[src/rtl/bcd_down_timer.sv]
// Multi-digit BCD countdown timer: loads a saturated BCD preset, decrements on
// tick through a decimal borrow chain, and reports RUN/DONE plus a DONE-entry strobe.
module bcd_down_timer #(
  parameter int NUM_DIGITS = 2
) (
  input  logic                    clk,
  input  logic                    reset,
  input  logic                    enable,
  input  logic                    loadN,
  input  logic                    start,
  input  logic                    pause,
  input  logic                    tick,
  input  logic [4*NUM_DIGITS-1:0] init,
  output logic [4*NUM_DIGITS-1:0] count,
  output logic                    running,
  output logic                    expired,
  output logic                    tc_pulse
);

  localparam int W = 4 * NUM_DIGITS;

  typedef enum logic [1:0] {
    IDLE   = 2'd0,
    RUN    = 2'd1,
    PAUSED = 2'd2,
    DONE   = 2'd3
  } state_t;

  state_t         state_r;
  state_t         state_s;
  logic [W-1:0]   count_r;
  logic [W-1:0]   count_s;
  logic [W-1:0]   dec_s;
  logic           running_r;
  logic           expired_r;
  logic           tc_pulse_r;
  logic           tc_pulse_s;

  // Any digit above 9 in the preset is pinned to 9 so count stays pure BCD.
  function automatic logic [W-1:0] clamp_bcd(input logic [W-1:0] v);
    logic [W-1:0] r;
    r = v;
    for (int i = 0; i < NUM_DIGITS; i++) begin
      if (v[4*i +: 4] > 4'd9) begin
        r[4*i +: 4] = 4'd9;
      end else begin
        r[4*i +: 4] = v[4*i +: 4];
      end
    end
    return r;
  endfunction

  // Ripple the borrow from digit 0 upward; a zero digit wraps to 9 and passes it on.
  function automatic logic [W-1:0] bcd_dec(input logic [W-1:0] v);
    logic [W-1:0] r;
    logic         borrow;
    r      = v;
    borrow = 1'b1;
    for (int i = 0; i < NUM_DIGITS; i++) begin
      if (borrow) begin
        if (v[4*i +: 4] == 4'd0) begin
          r[4*i +: 4] = 4'd9;
          borrow      = 1'b1;
        end else begin
          r[4*i +: 4] = v[4*i +: 4] - 4'd1;
          borrow      = 1'b0;
        end
      end else begin
        r[4*i +: 4] = v[4*i +: 4];
      end
    end
    return r;
  endfunction

  assign dec_s = bcd_dec(count_r);

  // Next-state, next-count and DONE-entry strobe; priority load > start/pause > tick.
  always_comb begin
    state_s    = state_r;
    count_s    = count_r;
    tc_pulse_s = 1'b0;
    if (enable) begin
      if (!loadN) begin
        count_s = clamp_bcd(init);
        state_s = IDLE;
      end else begin
        case (state_r)
          IDLE, PAUSED: begin
            if (start) begin
              if (count_r == {W{1'b0}}) begin
                state_s    = DONE;
                tc_pulse_s = 1'b1;
              end else begin
                state_s = RUN;
              end
            end else begin
              state_s = state_r;
            end
          end
          RUN: begin
            if (pause) begin
              state_s = PAUSED;
            end else if (tick) begin
              // A zero count cannot normally be in RUN; treat it as already expired.
              if (count_r == {W{1'b0}} || dec_s == {W{1'b0}}) begin
                count_s    = {W{1'b0}};
                state_s    = DONE;
                tc_pulse_s = 1'b1;
              end else begin
                count_s = dec_s;
              end
            end else begin
              state_s = RUN;
            end
          end
          DONE: begin
            count_s = {W{1'b0}};
            state_s = DONE;
          end
          default: begin
            count_s = {W{1'b0}};
            state_s = IDLE;
          end
        endcase
      end
    end else begin
      state_s = state_r;
    end
  end

  // State, count and registered status flags.
  always_ff @(posedge clk or posedge reset) begin
    if (reset) begin
      state_r    <= IDLE;
      count_r    <= {W{1'b0}};
      running_r  <= 1'b0;
      expired_r  <= 1'b0;
      tc_pulse_r <= 1'b0;
    end else begin
      state_r    <= state_s;
      count_r    <= count_s;
      running_r  <= (state_s == RUN);
      expired_r  <= (state_s == DONE);
      tc_pulse_r <= tc_pulse_s;
    end
  end

  assign count    = count_r;
  assign running  = running_r;
  assign expired  = expired_r;
  assign tc_pulse = tc_pulse_r;

endmodule

[config.mk]
export PLATFORM = sky130hd
export DESIGN_NAME = bcd_down_timer
export DESIGN_NICKNAME = d
export VERILOG_FILES = /design/src/rtl/bcd_down_timer.sv
export SDC_FILE = /design/constraint.sdc
export NUM_CORES = 1
export LEC_CHECK = 0
export ABC_AREA = 1
export CORE_MARGIN = 4
export CORE_UTILIZATION = 30
export DETAILED_ROUTE_END_ITERATION = 12
export GPL_TIMING_DRIVEN = 1
export SLEW_MARGIN = 0
export SYNTH_ARGS = -nofsm -noshare
export SYNTH_HDL_FRONTEND = slang
export SYNTH_SLANG_ARGS = --single-unit
[constraint.sdc]
create_clock -name clk -period 2.5 [get_ports clk]
set_clock_uncertainty 0.05 [all_clocks]
set_input_delay 0.25 -clock clk [delete_from_list [all_inputs] [get_ports clk]]
set_output_delay 0.25 -clock clk [all_outputs]
set_load 0.01 [all_outputs]
==> results.json <==
{
  "coreArea_um2": 2760,
  "nNetsFinal": 166,
  "ff2ff_path_depth": 14,
  "number_of_diodes": 0,
  "simple_gate_share_of_the_synthesized_area_pct": 42.7,
  "worst_slew_pin_slew_ns": 0.586,
  "syn-mean-instance-area_um2": 7.11,
  "insertion_delay_ns": 0.28,
  "cts_repair_resize_count": 0,
  "synth_fa_ha_area_share_pct": 0,
  "critPathArrivalTime_ns": 1.83,
  "area_growth_syn_to_layout_pct": 35.8,
  "clock-sinks": 13,
  "gr-total-overflow": 0,
  "endpoint_kind": "flop",
  "post_synth_xor_area_fraction_pct": 1.01,
  "leakage_nw": 0.543,
  "leading_cell_type_in_the_layout_fill_and_taps_excluded": "sky130_fd_sc_hd__nand2_1",
  "routabilityCongestion": 0.884,
  "wl_final_mm": 2.08,
  "io_pins": 26,
  "clock.fmax_ghz": 0.580,
  "tritoncts.num_buffers": 3,
  "timing.final.ws_setup_ns": 0.777,
  "postSynthNetCount": 137,
  "final_min_period_over_clock_period_pct": 68.9,
  "seq_area_frac_synth_pct": 37.5,
  "cts-hold-fix-buffers": 0,
  "grt_antenna_before_repair": 0,
  "fin_util_pct": 42.7,
  "via_count_of_the_first_global_routing_pass": 759,
  "period_minus_slack_ns": 1.72,
  "place_ws_ns": 0.700,
  "complex_gate_fraction_of_the_synthesized_area_pct": 11.7,
  "die-width_um": 61.8,
  "vias_per_cell": 4.70,
  "design.die.area_um2": 3810,
  "cp_max_fo": 5,
  "synth_seq_cells": 13,
  "grt_first_pass_wirelength_mm": 3.31,
  "root_buffer": "sky130_fd_sc_hd__clkbuf_4",
  "synth_cell_type_count": 22,
  "synth_mux_area_share_pct": 0,
  "worstHoldPathType": "in -> async",
  "vdd_ir_drop_max_mv": 0.274,
  "vias_after_detailed_routing": 850,
  "ys_top_cells_by_area": "sky130_fd_sc_hd__dfrtp_1 38%, sky130_fd_sc_hd__nand2_1 12%, sky130_fd_sc_hd__nor2_1 8.7%",
  "cellPowerDensity_nw_per_um2": 575,
  "post_cts_buffers": 0,
  "maxCapViolCount": 0,
  "syn-cell-area_um2": 867,
  "dp_hpwl_mm": 1.66,
  "maxSlewViolCount": 0,
  "port_buffers": 25,
  "totalNegativeSetupSlack_ns": 0,
  "netlist.top_cell.by_area": "sky130_fd_sc_hd__dfrtp_1",
  "grt.total_usage_pct": 12.0,
  "layout.cells.most_common_list": "28 x sky130_fd_sc_hd__nand2_1, 25 x sky130_fd_sc_hd__clkdlybuf4s50_1, 20 x sky130_fd_sc_hd__nor2_1, 13 x sky130_fd_sc_hd__inv_1, 13 x sky130_fd_sc_hd__dfrtp_1",
  "final_setup_vio_count": 0,
  "first_pass_drt_iterations": 4,
  "combinational_family_with_the_most_area_after_synthesis": "simple AND/OR/NAND/NOR gates",
  "layout-drive-gt1-share_pct": 14.0,
  "outcome": "finished, final reports clean",
  "drc_marker_count_from_the_first_detailed_route_iteration": 23,
  "cts.htree.levels": 1,
  "synthesis.yosys.warnings": 0,
  "clock_tree_from_tritoncts": "built",
  "rsz_0062_raised_after_global_routing": "false",
  "slew_headroom_pct": 60.9,
  "die_h_um": 61.8,
  "clock_slew_at_reported_path_ffs_ns": 0.09,
  "post-route-drc-count": 0,
  "timing_hold_violations_final": 0,
  "floorplan.rows": 19,
  "routed_wire_length_per_instance_um": 11.5,
  "worst-endpoint-required_ns": 2.61,
  "clk_path_buf_depth": 2,
  "maximum_number_of_pins_on_one_net_before_global_route_repair": 17,
  "start_util_pct": 31.4,
  "synth_top_cell_area_share_pct": 37.5,
  "crit_path_start_kind": "flop",
  "route.antenna.remaining_nets": 0,
  "instance_count_of_the_mapped_netlist": 122,
  "path_class": "reg -> reg"
}
synth_stat cells:
library cell,instances
sky130_fd_sc_hd__nor3_2,1
sky130_fd_sc_hd__xnor2_1,1
sky130_fd_sc_hd__o21ai_2,1
sky130_fd_sc_hd__or2_2,1
sky130_fd_sc_hd__nand4_1,3
sky130_fd_sc_hd__nand2_2,4
sky130_fd_sc_hd__or2_4,1
sky130_fd_sc_hd__nor2_1,20
sky130_fd_sc_hd__a31oi_1,10
sky130_fd_sc_hd__nor3b_1,1
sky130_fd_sc_hd__nor2_2,3
sky130_fd_sc_hd__nand2_1,28
sky130_fd_sc_hd__buf_2,1
sky130_fd_sc_hd__nand2_4,1
sky130_fd_sc_hd__inv_2,2
sky130_fd_sc_hd__dfrtp_1,13
sky130_fd_sc_hd__a21oi_1,4
sky130_fd_sc_hd__inv_1,13
sky130_fd_sc_hd__nand3_1,8
sky130_fd_sc_hd__nand3_2,1
sky130_fd_sc_hd__o21ai_0,2
sky130_fd_sc_hd__nor2_4,3
state kept, by name (all words and copies together) (netlist names):
| name | flops |
|---|---|
| count | 8 |
| expired | 1 |
| running | 1 |
| state_r | 2 |
| tc_pulse | 1 |
power by group:
group	internal, W	total [W]	switching [W]
Combinational	0.000125	0.000248	0.000123
Clock	0.0000618	0.000136	0.0000737
Sequential	0.000242	0.000293	0.0000515
path summary, 6_finish.rpt:
check                      startpoint       end  slack, ns
setup reg to reg             count[3]   running       0.78
hold reg to reg              count[6]  count[6]       0.55
setup / recovery             count[3]   running       0.78
hold / removal                  reset  count[4]       0.25
max in group asynchronous       reset  tc_pulse       1.79
min in group clk              init[2]  count[2]       0.53
logic make-up after synthesis:
| group | count (synthesis) |
|---|---|
| AOI/OAI and AO/OA | 17 |
| and+or+nand+nor | 75 |
| xor gates and xnor gates | 1 |
| DFF | 13 |
| buffers and inverters | 16 |
worst max-delay path: stages, from the launching register on:
cell and delay (ns):
sky130_fd_sc_hd__dfrtp_1 0.45, sky130_fd_sc_hd__nor2_4 0.18, sky130_fd_sc_hd__nand2_2 0.11, sky130_fd_sc_hd__o21ai_2 0.12, sky130_fd_sc_hd__nand2_1 0.09, sky130_fd_sc_hd__inv_2 0.06, sky130_fd_sc_hd__nand2_2 0.07, sky130_fd_sc_hd__nand2_4 0.08
sky130_fd_sc_hd__nand2_2 0.04, sky130_fd_sc_hd__nand2_1 0.05, sky130_fd_sc_hd__nand2_1 0.05, sky130_fd_sc_hd__nand2_1 0.06, sky130_fd_sc_hd__nand2_1 0.08, sky130_fd_sc_hd__nand2_1 0.08, sky130_fd_sc_hd__nor2_1 0.04
stage by stage:
stage                     cell area [µm²]  hold slack [ns]  instances  total power, W
after global routing                 1180            0.323        181        0.000726
after CTS                            1180            0.276        181        0.000686
after floorplan                       867           0.0770        122        0.000433
final                                1180            0.249        181        0.000677
after global placement               1150            0.535        177        0.000547
after detailed placement             1150            0.542        177        0.000549
routing by layer:
layer / up-vias / wire, µm / GRT usage, %
met5: - / 0 / 0
met4: 0 / 36 / 5.45
met3: 4 / 86 / 2.48
met2: 17 / 975 / 18.2
met1: 373 / 976 / 16.3
li1: 456 / - / -
final cells by class:
cell class	count	area [µm²]
multi-input cells	93	480
inverters	15	56.3
well taps	31	38.8
repair buffers	25	250
fillers	285	1580
flip-flops and latches	13	325
clock buffers	4	26.3
No activity file was read; power rests on OpenSTA's default activity.
==> RTL change 1: new RTL, same settings <==
Make the reset (`reset`) synchronous in one clocked block.
--- a/src/rtl/bcd_down_timer.sv
+++ b/src/rtl/bcd_down_timer.sv
@@ -129,7 +129,7 @@
   end
 
   // State, count and registered status flags.
-  always_ff @(posedge clk or posedge reset) begin
+  always_ff @(posedge clk) begin
     if (reset) begin
       state_r    <= IDLE;
       count_r    <= {W{1'b0}};
Behaviour: differs if reset is asserted again (counterexample within 4 cycles, from zero or initial values and one cycle with reset high); with reset held inactive, the same outputs for 10 cycles.
==> RTL change 1 against the original RTL <==
  * Sequential cell count stayed put
  * Worst setup slack worse by 160 ps
  * Critical path depth is 4 lower
  * Design area is 2.7% lower
  * Hold slack better by 260 ps
  * Wire length is 13% higher
  * Area after synthesis is 4.2% lower
  * Total power is 19% lower
  * Critical endpoint is now count[0]
==> RTL change 1: results (changes against the original RTL) <==
* Layout cell share with drive strength beyond 1 at 9.32% (was 14.0%)
* Syn_nets at 147 (was 137)
* Slowest CP cell: dfxtp_1 (was dfrtp_1)
* Fin nets at 177 (was 166)
* Outcome: finished clean (unchanged)
* Asr flop ratio synth at 0% (was 100%)
* Hold Path Stages at 2
* Area contributors post-synth: dfxtp_1 (31%), nand2_1 (15%), inv_1 (8.6%) (was dfrtp_1 (38%), nand2_1 (12%), nor2_1 (8.7%))
* CP Max Fanout at 6 (was 5)
* GPL Wtd Cong at 0.890 (was 0.884)
* H-Tree Depth at 1 (unchanged)
* Switching power at 0.189 mW (was 0.248 mW)
* Hold crit path type: flop to flop (was input pin to async pin)
* Met3 WL at 84 um (was 86 um)
* Max FFs per register at 8 (unchanged)
* M2 GR Usage at 19.2% (was 18.2%)
* Number of port buffers at 25 (unchanged)
* Reg2reg path depth at 10 (was 14)
* Worst-path clk slew at 90 ps (about the same)
* Pleak at 0.521 nW (was 0.543 nW)
* FF-to-FF setup slack at 610 ps (was 780 ps)
* Drt total wl at 2350 um (was 2080 um)
* Maximum buffer depth of the clock tree at 2 (unchanged)
* Worst VDD drop at 0.254 mV (was 0.274 mV)
* Dpl ws at 410 ps (was 700 ps)
* Dpl cell area at 1120 sq um (was 1150 sq um)
* Post-synthesis sequential area ratio at 31.3% (was 37.5%)
* Slew @ Worst Pin at 475 ps (was 586 ps)
* Ant. Diodes at 0 (unchanged)
* Wire length on met1 at 1210 um (was 976 um)
* Synth warnings at 0 (unchanged)
* Critical Path AT at 2040 ps (was 1830 ps)
* Largest net degree at the start of global routing at 11 (was 17)
* Grt met3 use at 2.34% (was 2.48%)
* GRT met1 Usage at 18.8% (was 16.3%)
* Initial antenna violation count at 0 (unchanged)
* GRT Util Overall at 13.3% (was 12.0%)
* Iteration-0 DRC Markers at 70 (was 23)
* Via count at 944 (was 850)
* First-pass detailed-route iteration total at 4 (unchanged)
* Number of global-route vias before repair at 789 (was 759)
* Hold_ws at 512 ps (was 249 ps)
* Layout fillers at 282 (was 285)
* DP HPWL at 1920 um (was 1660 um)
* Leading cell types by count after synthesis: nand2_1 (34), inv_1 (19), dfxtp_1 (13), nor2_1 (12), o21ai_0 (9) (was nand2_1 (28), nor2_1 (20), dfrtp_1 (13), inv_1 (13), a31oi_1 (10))
* Mean Syn Cell Area at 6.29 sq um (was 7.11 sq um)
* Metal2 WL at 1010 um (was 975 um)
* CP max stage delay at 360 ps (was 450 ps)
* First-pass GRT wire length at 3620 um (was 3310 um)
* Uppermost layer routed: met4 (unchanged)
* Final Critical Period at 1890 ps (was 1720 ps)
* Post-CTS sizing at 0 (unchanged)
* Primary FF master, synth: dfxtp_1 (was dfrtp_1)
* Clock buffers created by TritonCTS at 3 (unchanged)
* Fin cells at 191 (was 181)
[RTL change 1: logic make-up after synthesis]
family	synth area share, %
simple gates	38.4
compound gates	21.2
buf+inv	9.04
flops	31.3
[RTL change 1: worst paths after layout]
path	end	start
max	count[0]	count[0]
min	count[7]	count[7]
max reg2reg	count[0]	count[0]
min reg2reg	count[7]	count[7]
[RTL change 1: area by class of cell]
cell class,count,area (sq um),share of cell area [%]
Timing Repair Buffer,25,250,21.8
Tap cell,30,37.5,3.28
Clock buffer,3,22.5,1.97
Inverter,20,75.1,6.55
Sequential cell,13,260,22.7
Multi-Input combinational cell,99,495,43.2
Clock inverter,1,5.00,0.437
[RTL change 1: power groups by stage]
stage               logic (mW)  registers, mW  clock network [mW]
floorplan                0.107          0.241                   0
global placement         0.186          0.238                   0
detailed placement       0.185          0.238                   0
CTS                      0.186          0.233               0.137
global route             0.203          0.236               0.150
finish                   0.186          0.233               0.132
==> RTL change 2: new RTL, same settings <==
Without the edit above. Set the parameter `NUM_DIGITS` to 1 (it was 2).
--- a/src/rtl/bcd_down_timer.sv
+++ b/src/rtl/bcd_down_timer.sv
@@ -1,7 +1,7 @@
 // Multi-digit BCD countdown timer: loads a saturated BCD preset, decrements on
 // tick through a decimal borrow chain, and reports RUN/DONE plus a DONE-entry strobe.
 module bcd_down_timer #(
-  parameter int NUM_DIGITS = 2
+  parameter int NUM_DIGITS = 1
 ) (
   input  logic                    clk,
   input  logic                    reset,
Interface: changed (resized count and init); port bits go from 26 to 18. The function was not compared with the original's and may differ.
==> RTL change 2 against the original RTL <==
  * Cell count shrank 24%
  * Design area fell by 29%
  * Total power down 14%
  * Area after synthesis down 29%
  * Core utilization is essentially flat
  * Fmax up 11%
  * Critical endpoint is now count[3]
  * Clock power decreased by 19%
  * Largest power group is now combinational cells
  * Synthesized cell count is 25% lower
  * Sequential cell count decreased by 4
  * Wire length decreased by 33%
  * Via count fell by 29%
  * Sequential share of layout area decreased by 0.76 points
  * Worst setup slack better by 170 ps
==> RTL change 2: results (changes against the original RTL) <==
* Worst VDD drop at 0.294 mV (was 0.274 mV)
* Reg2reg path depth at 6 (was 14)
* Max FFs per register at 4 (was 8)
* FF-to-FF setup slack at 1210 ps (was 780 ps)
* Area contributors post-synth: dfrtp_1 (37%), nand2_1 (19%), nand3_1 (7.3%) (was dfrtp_1 (38%), nand2_1 (12%), nor2_1 (8.7%))
* Post-synthesis sequential area ratio at 36.6% (was 37.5%)
* Number of port buffers at 17 (was 25)
* Worst-path clk slew at 60 ps (was 90 ps)
* Pleak at 0.421 nW (was 0.543 nW)
* Relative slew margins at 78.0% (was 60.9%)
* Average vias per placed instance at 4.37 (was 4.70)
* Layout cell share with drive strength beyond 1 at 16.2% (was 14.0%)
* Leading cell types by count after synthesis: nand2_1 (31), inv_1 (12), dfrtp_1 (9), nand3_1 (9) (was nand2_1 (28), nor2_1 (20), dfrtp_1 (13), inv_1 (13), a31oi_1 (10))
* DP Cell Count at 134 (was 177)
* Iteration-0 DRC Markers at 4 (was 23)
* CP max stage delay at 570 ps (was 450 ps)
* WL/cell at 10.1 um (was 11.5 um)
* Critical Path AT at 1250 ps (was 1830 ps)
* Dpl ws at 853 ps (was 700 ps)
* Number of global-route vias before repair at 556 (was 759)
* Primary FF master, synth: dfrtp_1 (unchanged)
* Cell variety after synth at 15 (was 22)
* Largest net degree at the start of global routing at 10 (was 17)
* Fin nets at 123 (was 166)
* Syn Inst Count at 91 (was 122)
* GPL Wtd Cong at 0.768 (was 0.884)
* GRT Util Overall at 11.5% (was 12.0%)
* DP HPWL at 1170 um (was 1660 um)
* First-pass GRT wire length at 2330 um (was 3310 um)
* Slowest CP cell: clkdlybuf4s50_1 (was dfrtp_1)
* Switching Share at 39.8% (was 36.6%)
* Crit-path leading delay family: buffers and inverters (was simple AND/OR/NAND/NOR gates)
* Clk Latency, worst-skew pair at 260 ps (was 280 ps)
* Syn_nets at 102 (was 137)
* Outcome: finished clean (unchanged)
* Via count at 603 (was 850)
* Dpl cell area at 812 sq um (was 1150 sq um)
## RTL change 2: stage by stage
step                hold slack, ps  util (%)
floorplan                     27.9         -
detailed placement             490      41.4
finish                         195      42.7
global route                   237      42.7
global placement               481      41.4
CTS                            200      42.7
## RTL change 2: power groups by stage
stage / Combinational, mW / Sequential (mW) / Clock [mW]
final: 0.258 / 0.217 / 0.110
after global routing: 0.290 / 0.222 / 0.119
after CTS: 0.261 / 0.216 / 0.118
after detailed placement: 0.259 / 0.218 / 0
after global placement: 0.256 / 0.219 / 0
after floorplan: 0.145 / 0.222 / 0
## RTL change 2: worst register-to-register path: stages (launching register included)
cell     delay, ps
dfrtp_1        430
nor2_1         280
nand3_1        110
nand2_1         90
nand3_2        100
nand2_2         80
nor2_1          40
## RTL change 2: how the worst max path moves through the flow
stage,startpoint,to,slack [ps],depth (start not counted)
final,count[3],count[3],950,1
after global routing,count[3],count[3],920,1
after CTS,count[1],count[1],940,1
after detailed placement,loadN,count[0],850,8
after global placement,loadN,count[0],850,8
after floorplan,count[2],running,1360,6
## RTL change 2: kinds of logic (layout without fill, tap and decap cells)
family | after synthesis | in the layout | synth area share (%)
buffers and inverters | 16 | 36 | 11.2
AND/OR/NAND/NOR | 60 | 60 | 46.7
AO/OA/AOI/OAI | 6 | 6 | 5.49
flip-flops | 9 | 9 | 36.6
## RTL change 2: cell type report
| type | count | area [sq um] |
|---|---|---|
| fill | 231 | 1120 |
| multi-input combinational | 66 | 322 |
| sequential | 9 | 225 |
| timing repair buffer | 17 | 170 |
| inverter | 15 | 61.3 |
| tap | 27 | 33.8 |
| clock buffer | 4 | 26.3 |
## RTL change 2: routing by layer
metal  GRT usage [%]  wire length [um]  up-vias  part of all wire [%]
li1                -                 -      322                     -
met1            13.2               646      273                    46
met2            19.4               686        6                    49
met3            1.97                48        2                   3.5
met4            7.66                10        0                  0.72
met5               0                 0        -                     0
